File: config.mk
export PLATFORM = sky130hd
export DESIGN_NAME = sprite_row_fetcher
export DESIGN_NICKNAME = d
export VERILOG_FILES = /design/src/rtl/sprite_row_fetcher.sv
export SDC_FILE = /design/constraint.sdc
export NUM_CORES = 1
export LEC_CHECK = 0
export ABC_AREA = 1
export BUFFER_PORTS_ARGS = -buffer_cell sky130_fd_sc_hd__buf_2
export CAP_MARGIN = 20
export CORE_MARGIN = 10
export CORE_UTILIZATION = 25
export CTS_CLUSTER_DIAMETER = 150
export CTS_CLUSTER_SIZE = 14
export DETAILED_ROUTE_END_ITERATION = 8
export GPL_TIMING_DRIVEN = 0
export SKIP_LAST_GASP = 1
export SLEW_MARGIN = 10
export SYNTH_ARGS = -nofsm -noshare
export SYNTH_HDL_FRONTEND = slang
export SYNTH_SLANG_ARGS = --single-unit
File: constraint.sdc
create_clock -name clk -period 2.1 [get_ports clk]
set_clock_uncertainty 0.15 [all_clocks]
set_input_delay 0.105 -clock clk [delete_from_list [all_inputs] [get_ports clk]]
set_output_delay 0.105 -clock clk [all_outputs]
set_load 0.02 [all_outputs]
File: src/rtl/sprite_row_fetcher.sv
// sprite_row_fetcher: read-side client of the registered sprite ROM.
// It accepts a (start address, row count) request, fetches consecutive rows
// and streams each row MSB-first as PIX_BITS-wide pixels with valid/ready.
// Optional build macro SPRITE_PREFETCH_EN: prefetches the next row into a
// holding register so the pixel stream runs across row boundaries without
// a bubble.
module sprite_row_fetcher #(
  parameter int DATA_WIDTH = 96,
  parameter int ADDR_WIDTH = 12,
  parameter int PIX_BITS   = 1,
  parameter int CNT_WIDTH  = 8
) (
  input  logic                  clk,
  input  logic                  rst_n,
  input  logic                  req_valid,
  output logic                  req_ready,
  input  logic [ADDR_WIDTH-1:0] req_addr,
  input  logic [CNT_WIDTH-1:0]  req_rows,
  output logic [ADDR_WIDTH-1:0] rom_addr,
  input  logic [DATA_WIDTH-1:0] rom_q,
  output logic                  pix_valid,
  input  logic                  pix_ready,
  output logic [PIX_BITS-1:0]   pix_data,
  output logic                  pix_eol,
  output logic                  pix_last,
  output logic                  busy,
  output logic                  done
);

  localparam int PIX_PER_ROW = DATA_WIDTH / PIX_BITS;
  localparam int PCW         = (PIX_PER_ROW > 1) ? $clog2(PIX_PER_ROW) : 1;
  localparam logic [PCW-1:0]        CNT_INIT = PCW'(PIX_PER_ROW - 1);
  localparam logic [PCW-1:0]        PCNT_ONE = PCW'(1);
  localparam logic [CNT_WIDTH-1:0]  CNT_ONE  = CNT_WIDTH'(1);
  localparam logic [ADDR_WIDTH-1:0] ADDR_ONE = ADDR_WIDTH'(1);
`ifdef SPRITE_PREFETCH_EN
  localparam logic [CNT_WIDTH-1:0]  CNT_TWO  = CNT_WIDTH'(2);
`endif

  // ADDR lets the ROM sample rom_addr; LOAD captures its registered output.
  typedef enum logic [1:0] {IDLE, ADDR, LOAD, SHIFT} state_t;

  state_t                state_q, state_d;
  logic [ADDR_WIDTH-1:0] rom_addr_q, rom_addr_d;
  logic [CNT_WIDTH-1:0]  rows_left_q, rows_left_d;  // rows not yet fully emitted
  logic [PCW-1:0]        pix_cnt_q, pix_cnt_d;      // pixels left in row minus one
  logic [DATA_WIDTH-1:0] shreg_q, shreg_d;
  logic                  done_q, done_d;

`ifdef SPRITE_PREFETCH_EN
  // At most one prefetch is in flight: pf_p0 = address just issued,
  // pf_p1 = rom_q carries the prefetched row this cycle.
  logic [DATA_WIDTH-1:0] hold_q, hold_d;
  logic                  hold_vld_q, hold_vld_d;
  logic                  pf_p0_q, pf_p0_d;
  logic                  pf_p1_q, pf_p1_d;
  logic                  pf_take;                   // rom_q consumed directly this cycle
`endif

  // State and datapath registers, cleared asynchronously.
  always_ff @(posedge clk or negedge rst_n) begin
    if (!rst_n) begin
      state_q     <= IDLE;
      rom_addr_q  <= '0;
      rows_left_q <= '0;
      pix_cnt_q   <= '0;
      shreg_q     <= '0;
      done_q      <= 1'b0;
`ifdef SPRITE_PREFETCH_EN
      hold_q      <= '0;
      hold_vld_q  <= 1'b0;
      pf_p0_q     <= 1'b0;
      pf_p1_q     <= 1'b0;
`endif
    end else begin
      state_q     <= state_d;
      rom_addr_q  <= rom_addr_d;
      rows_left_q <= rows_left_d;
      pix_cnt_q   <= pix_cnt_d;
      shreg_q     <= shreg_d;
      done_q      <= done_d;
`ifdef SPRITE_PREFETCH_EN
      hold_q      <= hold_d;
      hold_vld_q  <= hold_vld_d;
      pf_p0_q     <= pf_p0_d;
      pf_p1_q     <= pf_p1_d;
`endif
    end
  end

  // Next-state logic: request intake, row fetch sequencing and pixel shifting.
  always_comb begin
    state_d     = state_q;
    rom_addr_d  = rom_addr_q;
    rows_left_d = rows_left_q;
    pix_cnt_d   = pix_cnt_q;
    shreg_d     = shreg_q;
    done_d      = 1'b0;
`ifdef SPRITE_PREFETCH_EN
    hold_d      = hold_q;
    hold_vld_d  = hold_vld_q;
    pf_p0_d     = 1'b0;
    pf_p1_d     = pf_p0_q;
    pf_take     = 1'b0;
`endif
    case (state_q)
      IDLE: begin
        if (req_valid) begin
          if (req_rows == '0) begin
            done_d = 1'b1;                        // empty request completes at once
          end else begin
            rom_addr_d  = req_addr;
            rows_left_d = req_rows;
            state_d     = ADDR;
          end
        end
      end
      ADDR: state_d = LOAD;
      LOAD: begin
        shreg_d   = rom_q;
        pix_cnt_d = CNT_INIT;
        state_d   = SHIFT;
`ifdef SPRITE_PREFETCH_EN
        pf_take = 1'b1;
        if (rows_left_q > CNT_ONE) begin
          rom_addr_d = rom_addr_q + ADDR_ONE;     // start fetching the next row now
          pf_p0_d    = 1'b1;
        end
`endif
      end
      SHIFT: begin
        if (pix_ready) begin
          shreg_d   = shreg_q << PIX_BITS;
          pix_cnt_d = pix_cnt_q - PCNT_ONE;
          if (pix_cnt_q == '0) begin
            if (rows_left_q > CNT_ONE) begin
              rows_left_d = rows_left_q - CNT_ONE;
`ifdef SPRITE_PREFETCH_EN
              if (hold_vld_q || pf_p1_q) begin
                // Next row already here (or arriving on rom_q): no bubble.
                shreg_d    = hold_vld_q ? hold_q : rom_q;
                pf_take    = 1'b1;
                hold_vld_d = 1'b0;
                pix_cnt_d  = CNT_INIT;
                if (rows_left_q > CNT_TWO) begin
                  rom_addr_d = rom_addr_q + ADDR_ONE;
                  pf_p0_d    = 1'b1;
                end
              end else begin
                state_d = LOAD;                   // very short rows: wait for the prefetch
              end
`else
              rom_addr_d = rom_addr_q + ADDR_ONE;
              state_d    = ADDR;
`endif
            end else begin
              state_d = IDLE;
              done_d  = 1'b1;
            end
          end
        end
      end
      default: state_d = IDLE;
    endcase
`ifdef SPRITE_PREFETCH_EN
    // Park the prefetched row if it was not consumed straight off rom_q.
    if (pf_p1_q && !pf_take) begin
      hold_d     = rom_q;
      hold_vld_d = 1'b1;
    end
`endif
  end

  assign req_ready = (state_q == IDLE);
  assign busy      = (state_q != IDLE);
  assign rom_addr  = rom_addr_q;
  assign pix_valid = (state_q == SHIFT);
  assign pix_data  = shreg_q[DATA_WIDTH-1 -: PIX_BITS];
  assign pix_eol   = pix_valid && (pix_cnt_q == '0);
  assign pix_last  = pix_eol && (rows_left_q == CNT_ONE);
  assign done      = done_q;

endmodule

==> summary.md, run 1 <==
| Metric | Value |
|---|---|
| Status | finished clean |
| CTS Sinks | 126 |
| TritonRoute pass-1 iters | 5 |
| Max-slew headroom | 0.567 |
| Mapped Area | 6400 um2 |
| Clock Tree Root | clkbuf_16 |
| Via/cell ratio | 4.51 |
| Synth warn | 0 |
| Post-Synthesis Cells | 839 |
| FF+latch count, synth | 126 |
| Core area | 25200 um2 |
| Rows | 58 |
| Ratio of cells with drive above 1 in the final layout | 0.209 |
| Die Span X | 180 um |
| Die Y | 180 um |
| Slew Viols, Final | 0 |
| P&R area growth vs syn | 45.2% |
| I/O Buffers | 138 |
| Worst hold margin | 102 ps |
| Via count | 6574 |
| Crit start category | register |
| Reg clk slew, reported paths | 70 ps |
| Unique masters post-synth | 31 |
| Synth Area per Inst | 7.63 um2 |
| Post-synth EDFFs | 0 |
| Die Area | 32400 um2 |
| Setup Buffers After CTS | 0 |
| Multi-input logic area | 2880 um2 |
| Largest net degree at the start of global routing | 66 |
| Clk Latency, worst-skew pair | 410 ps |
| Crit Path Class | register to primary output |
| Initial antenna violation count | 1 |
| Routability cong. | 0.795 |
| Clock buffer count from CTS | 17 |
| Drc violations | 0 |
| Drt total wl | 21300 um |
| Vias in the first global route | 6788 |
| Nets | 1243 |
| DP Wirelength | 14500 um |
| Global Route Usage Sum | 0.131 |
| Final total power | 14000 uW |
| Area leader, netlist | dfrtp_1 |
| FF-to-FF End | shreg_q[22]$_DFFE_PN0P_ |
| GRT overflow | 0 |
| Final hold vios | 0 |
| Max IR drop VDD | 0.568 mV |
| Flip-flop and latch area | 3150 um2 |
| Max Freq | 0.513 GHz |
| # fillers | 2574 |
| Crit-path max FO | 4 |
| Post-synth ARST share | 1.00 |
| Critical Path Source | pix_cnt_q[0]$_DFFE_PN0P_ |
| Final worst path period share | 0.929 |
| First-iteration detailed-routing DRC count | 493 |
| Commonest non-fill, non-tap cell in the layout | nand2_1 |
| Crit path DAT | 1700 ps |
| Register area share after synthesis | 0.492 |
| Post-Syn Nets | 967 |
| CP endpoint kind | primary output |
| WL/cell | 14.6 um |
| First-pass GRT wire length | 35200 um |
| Share of the synthesized area in the top cell type | 0.492 |
| Worst R2R Start | state_q[1]$_DFFE_PN0P_ |
| Initial Util | 0.254 |
| Number of setup violations in the final report | 0 |
| Worst-Margin Slew | 649 ps |
| WP data required | 1850 ps |
| RSZ-0062 raised after global routing | no |
| Clock Path Buffers | 2 |
| Commonest non-fill, non-tap cells in the layout | 335 x nand2_1, 164 x buf_2, 126 x dfrtp_1, 119 x dlygate4sd3_1, 118 x nor2_1 |
| Fin crit period | 1950 ps |
| Top cells by area, synth | dfrtp_1 49%, nand2_1 20%, a31oi_1 9.3% |
| Max-Cap Viols | 0 |
| Cells on worst reg2reg path | 6 |
| Top Ports | 139 |
| PD cells | 1510 nW/um2 |
| Leak pwr | 0.00446 uW |
| Post-synth top flop | dfrtp_1 |
| CTS tree | built |
| FF-to-FF setup slack | 160 ps |
| H-Tree Level Count | 4 |
| Worst Hold Class | input pin to async pin |
| Post-DRT Antenna Nets | 0 |
-- metal layers --
metal  global-route usage  wire [um]  part of all wire
met5                    0          0                 0
met4               0.0289        184            0.0086
met3               0.0359       1260             0.059
met2                0.215       9980              0.47
met1                0.167       9880              0.46
-- registers in the layout (all words and copies together), names as in the netlist --
signal,flops
shreg_q,96
rows_left_q,8
state_q,2
pix_cnt_q,7
rom_addr,12
done,1
-- synthesized netlist by cell type, types with 3 or more instances --
cell type / count
buf_4: 4
inv_1: 24
or2_2: 4
buf_6: 4
nand4_1: 5
ha_1: 8
buf_2: 30
dfrtp_1: 126
a31oi_1: 95
nand3_2: 3
inv_2: 3
clkbuf_1: 13
nor2_2: 3
o21ai_0: 8
nand2_1: 335
nand3_1: 33
nand2_2: 4
a21oi_1: 3
nor2_1: 119
-- per-stage QoR --
stage                     setup WS [ps]  cell area [um2]   util  TNS, ps  std cells
final                               149             9300  0.369        0       1459
after global placement            -1140             7510  0.298  -141390       1307
after detailed placement          -17.4             7540  0.300    -41.7       1308
after CTS                          8.43             9280  0.368        0       1458
after global routing               1.52             9300  0.369        0       1459
after floorplan                     215             6400      -        0        839
-- power by group --
group	internal (uW)	switching, uW
clock	1570	1200
sequential	3670	803
combinational	2470	4290
-- cells by family (layout without fill, tap and decap cells) --
logic type	count (synthesis)	count (layout)	synth area share
AND/OR/NAND/NOR	513	513	0.322
flip-flops	126	126	0.492
AO/OA/AOI/OAI	113	113	0.110
buffers and inverters	78	367	0.0586
adder cells (fa/ha/maj)	8	8	0.0156
XOR/XNOR	1	1	0.00137
other	0	1	0
-- repair_timing --
item,in CTS,in global routing
gates cloned,0,0
endpoints found under the hold margin,183,0
gates resized for setup,2,11
hold buffers,119,0
setup endpoints to repair,18,71
-- how the worst max path moves through the flow --
stage                                     endpoint  slack, ps  depth (start not counted)
after floorplan           rom_addr[11]$_DFFE_PN0P_        210                         12
after global placement     shreg_q[33]$_DFFE_PN0P_      -1140                          1
after detailed placement   shreg_q[51]$_DFFE_PN0P_        -20                          7
after CTS                  shreg_q[83]$_DFFE_PN0P_          8                          6
after global routing      pix_cnt_q[6]$_DFFE_PN0P_          2                          8
final                                     pix_last        150                          8
-- area by class of cell --
type / instances / share of cell area
Sequential cell: 126 / 0.339
Multi-Input combinational cell: 635 / 0.310
Timing Repair Buffer: 258 / 0.206
Clock buffer: 19 / 0.0487
Tap cell: 330 / 0.0444
Buffer: 50 / 0.0305
Inverter: 27 / 0.0109
Clock inverter: 13 / 0.00982
Antenna cell: 1 / 0.000269
-- critical path, cell delays in order, from the launching register on --
cell and delay, ps:
dfrtp_1 380, inv_1 110, ha_1 150, inv_1 40, nor2_2 120, and2_1 160, nand2_1 90, nor2_1 100
buf_4 150
No activity file was read; power rests on OpenSTA's default activity.
==> run 2: changes to the inputs <==
--- a/config.mk
+++ b/config.mk
@@ -16,3 +16,3 @@
 export GPL_TIMING_DRIVEN = 0
-export SKIP_LAST_GASP = 1
+export RECOVER_POWER = 25
 export SLEW_MARGIN = 10
==> constraint.sdc (replaced) <==
create_clock -name clk -period 2.1 [get_ports clk]
set_clock_uncertainty 0.15 [all_clocks]
set_input_delay 0.21 -clock clk [delete_from_list [all_inputs] [get_ports clk]]
set_output_delay 0.21 -clock clk [all_outputs]
set_load 0.02 [all_outputs]
==> run 2 against run 1 <==
Register-to-register slack hardly changed. Largest cell class unchanged. Critical endpoint unchanged. Die area unchanged. First-iteration DRC count rose by 1.4%. Final cell count shrank 0.14%. Highest routed layer unchanged. Power hardly changed. Hold slack worse by 59 ps.
==> summary.md, run 2 (synthesis gave the netlist of run 1 again) <==
| Metric | Value |
|---|---|
| Status | finished clean (unchanged) |
| Logic pwr share | 0.483 (about the same) |
| Drc violations | 0 (unchanged) |
| Top Ports | 139 (unchanged) |
| Initial antenna violation count | 1 (unchanged) |
| Cell family with most CP delay | simple AND/OR/NAND/NOR gates (unchanged) |
| Worst Hold Class | input pin to register (was input pin to async pin) |
| Int Pwr | 7700 uW (was 7710 uW) |
| Die Y | 180 um (unchanged) |
| Max FFs per register | 96 (unchanged) |
| CTS tree | built (unchanged) |
| Largest Register | shreg_q (unchanged) |
| Final worst path period share | 0.952 (was 0.929) |
| CTS Sinks | 126 (unchanged) |
| Via/cell ratio | 4.50 (was 4.51) |
| Clk Latency, worst-skew pair | 410 ps (about the same) |
| Clock Tree Root | clkbuf_16 (unchanged) |
| GRT overflow | 0 (unchanged) |
| CP peak stage delay | 390 ps (was 380 ps) |
| Post-route cell area | 9280 um2 (was 9300 um2) |
| Crit path DAT | 1640 ps (was 1700 ps) |
| Rows | 58 (unchanged) |
| RSZ-0062 raised after global routing | yes (was no) |
| Max-slew headroom | 0.355 (was 0.567) |
| Via count | 6554 (was 6574) |
| Net Sw Frac | 0.450 (was 0.449) |
| Ratio of cells with drive above 1 in the final layout | 0.210 (was 0.209) |
| Sequential share of power | 0.320 (was 0.319) |
| CP bufs+invs | 3 (unchanged) |
| DP Wirelength | 14500 um (unchanged) |
| Crit start category | register (unchanged) |
| Final Instance Count excl. Fillers | 1457 (was 1459) |
| P&R area growth vs syn | 44.8% (was 45.2%) |
| Final WS setup | 100 ps (was 149 ps) |
| Number of setup violations in the final report | 0 (unchanged) |
| Drt total wl | 21300 um (about the same) |
| CP cell instances | inv_2 > ha_1 > inv_1 > nor2_2 > and2_4 > nand2_1 > nor2_1 > buf_4 (was inv_1 > ha_1 > inv_1 > nor2_2 > and2_1 > nand2_1 > nor2_1 > buf_4) |
| CP endpoint kind | primary output (unchanged) |
| Die Area | 32400 um2 (unchanged) |
| Commonest non-fill, non-tap cells in the layout | 335 x nand2_1, 161 x buf_2, 126 x dfrtp_1, 118 x nor2_1, 117 x dlygate4sd3_1 (was 335 x nand2_1, 164 x buf_2, 126 x dfrtp_1, 119 x dlygate4sd3_1, 118 x nor2_1) |
| Final hold vios | 0 (unchanged) |
| Largest net degree at the start of global routing | 66 (unchanged) |
| Hold Path Depth | 5 |
| First-pass GRT wire length | 35100 um (was 35200 um) |
| Leak pwr | 0.00444 uW (was 0.00446 uW) |
| H-Tree Level Count | 4 (unchanged) |
| Net Sw Power | 6290 uW (about the same) |
| Crit-path max FO | 4 (unchanged) |
| Max-Cap Viols | 0 (unchanged) |
| Clock buffer count from CTS | 17 (unchanged) |
| Crit path depth | 8 (unchanged) |
| Worst-Margin Slew | 968 ps (was 649 ps) |
| Clock Path Buffers | 2 (unchanged) |
| Setup Buffers After CTS | 0 (unchanged) |
| Global Route Usage Sum | 0.130 (was 0.131) |
| Core area | 25200 um2 (unchanged) |
| Critical Path Slowest Stage Cell | dfrtp_1 (unchanged) |
| Crit Path Class | register to primary output (unchanged) |
| Commonest non-fill, non-tap cell in the layout | nand2_1 (unchanged) |
| Clk pwr share | 0.198 (about the same) |
| WP data required | 1740 ps (was 1850 ps) |
| Nets | 1241 (was 1243) |
| Placed cell count | 1308 (unchanged) |
| Area after DPL | 7540 um2 (unchanged) |
| Pre-CTS WS | -17.4 ps (unchanged) |
| Initial Util | 0.254 (unchanged) |
| WL/cell | 14.6 um (about the same) |
| PD cells | 1510 nW/um2 (about the same) |
| Post-DRT Antenna Nets | 0 (unchanged) |
| Final core occ | 0.368 (was 0.369) |
| Vias in the first global route | 6775 (was 6788) |
| Die Span X | 180 um (unchanged) |
| Routability cong. | 0.795 (unchanged) |
| Max IR drop VDD | 0.570 mV (was 0.568 mV) |
| Max Freq | 0.500 GHz (was 0.513 GHz) |
| First-iteration detailed-routing DRC count | 500 (was 493) |
| Fin crit period | 2000 ps (was 1950 ps) |
| Flip-flop and latch area | 3150 um2 (unchanged) |
| Cells on worst reg2reg path | 8 (was 6) |
| Multi-input logic area | 2880 um2 (about the same) |
| TritonRoute pass-1 iters | 5 (unchanged) |
| # fillers | 2576 (was 2574) |
| Reg clk slew, reported paths | 70 ps (about the same) |
| I/O Buffers | 138 (unchanged) |
| Slew Viols, Final | 0 (unchanged) |
[run 2: cell types whose count changed in the layout (fill, tap and decap cells not counted), sizes merged]
cell and delta:
clkbuf +3, dlygate4sd3 -2, buf -3
[run 2: cell type report]
type	instances	share of cell area
Antenna cell	1	0.000270
Buffer	50	0.0306
Clock buffer	19	0.0488
Clock inverter	13	0.00985
Inverter	27	0.0109
Multi-Input combinational cell	635	0.311
Sequential cell	126	0.340
Tap cell	330	0.0445
Timing Repair Buffer	256	0.204
[run 2: worst register-to-register path, delay by kind of cell (launching register included)]
kind	cells	cell delay, ps
buffers and inverters	3	550
flip-flops	1	390
AND/OR/NAND/NOR	3	360
adder cells (fa/ha/maj)	1	230
AO/OA/AOI/OAI	1	170
[run 2: power by group through the flow]
stage / Combinational [uW] / Sequential [uW] / Clock [uW]
global placement: 6520 / 4440 / 0
floorplan: 4680 / 4430 / 0
global route: 7750 / 4640 / 2940
detailed placement: 6670 / 4480 / 0
CTS: 6840 / 4460 / 2840
finish: 6750 / 4470 / 2770
[run 2: final timing paths]
check	end	slack, ps	startpoint
worst min-delay path	rows_left_q[0]$_DFFE_PN0P_	40	req_rows[0]
max in group asynchronous	shreg_q[90]$_DFFE_PN0P_	600	rst_n
worst max-delay path	pix_last	100	pix_cnt_q[0]$_DFFE_PN0P_
worst min register to register	rows_left_q[0]$_DFFE_PN0P_	370	rows_left_q[0]$_DFFE_PN0P_
worst max register to register	shreg_q[81]$_DFFE_PN0P_	160	state_q[0]$_DFFE_PN0P_
min in group asynchronous	rom_addr[11]$_DFFE_PN0P_	350	rst_n
[run 2: routing by layer]
metal  vias to the layer above  wire, um  track usage
met5                         -         0            0
met1                      3080      9870        0.167
met4                         0       184       0.0289
met2                       178      9960        0.215
li1                       3283         -            -
met3                        13      1260       0.0355
[run 2: what timing repair did]
action                     CTS  global route
hold buffers               117             0
setup endpoints to repair   18            64
pin swaps                    0             1
gates resized for setup      6            10
hold endpoints to repair   180             0
[run 2: per-stage QoR]
step | hold WS [ps] | power [uW] | setup TNS, ps
3_3_place_gp | 300 | 11000 | -154620
4_1_cts | 26.7 | 14100 | -0.569
6_report | 43.3 | 14000 | 0
3_5_place_dp | 110 | 11100 | -41.7
5_1_grt | 52.9 | 15300 | -11.8
2_1_floorplan | -236 | 9110 | 0
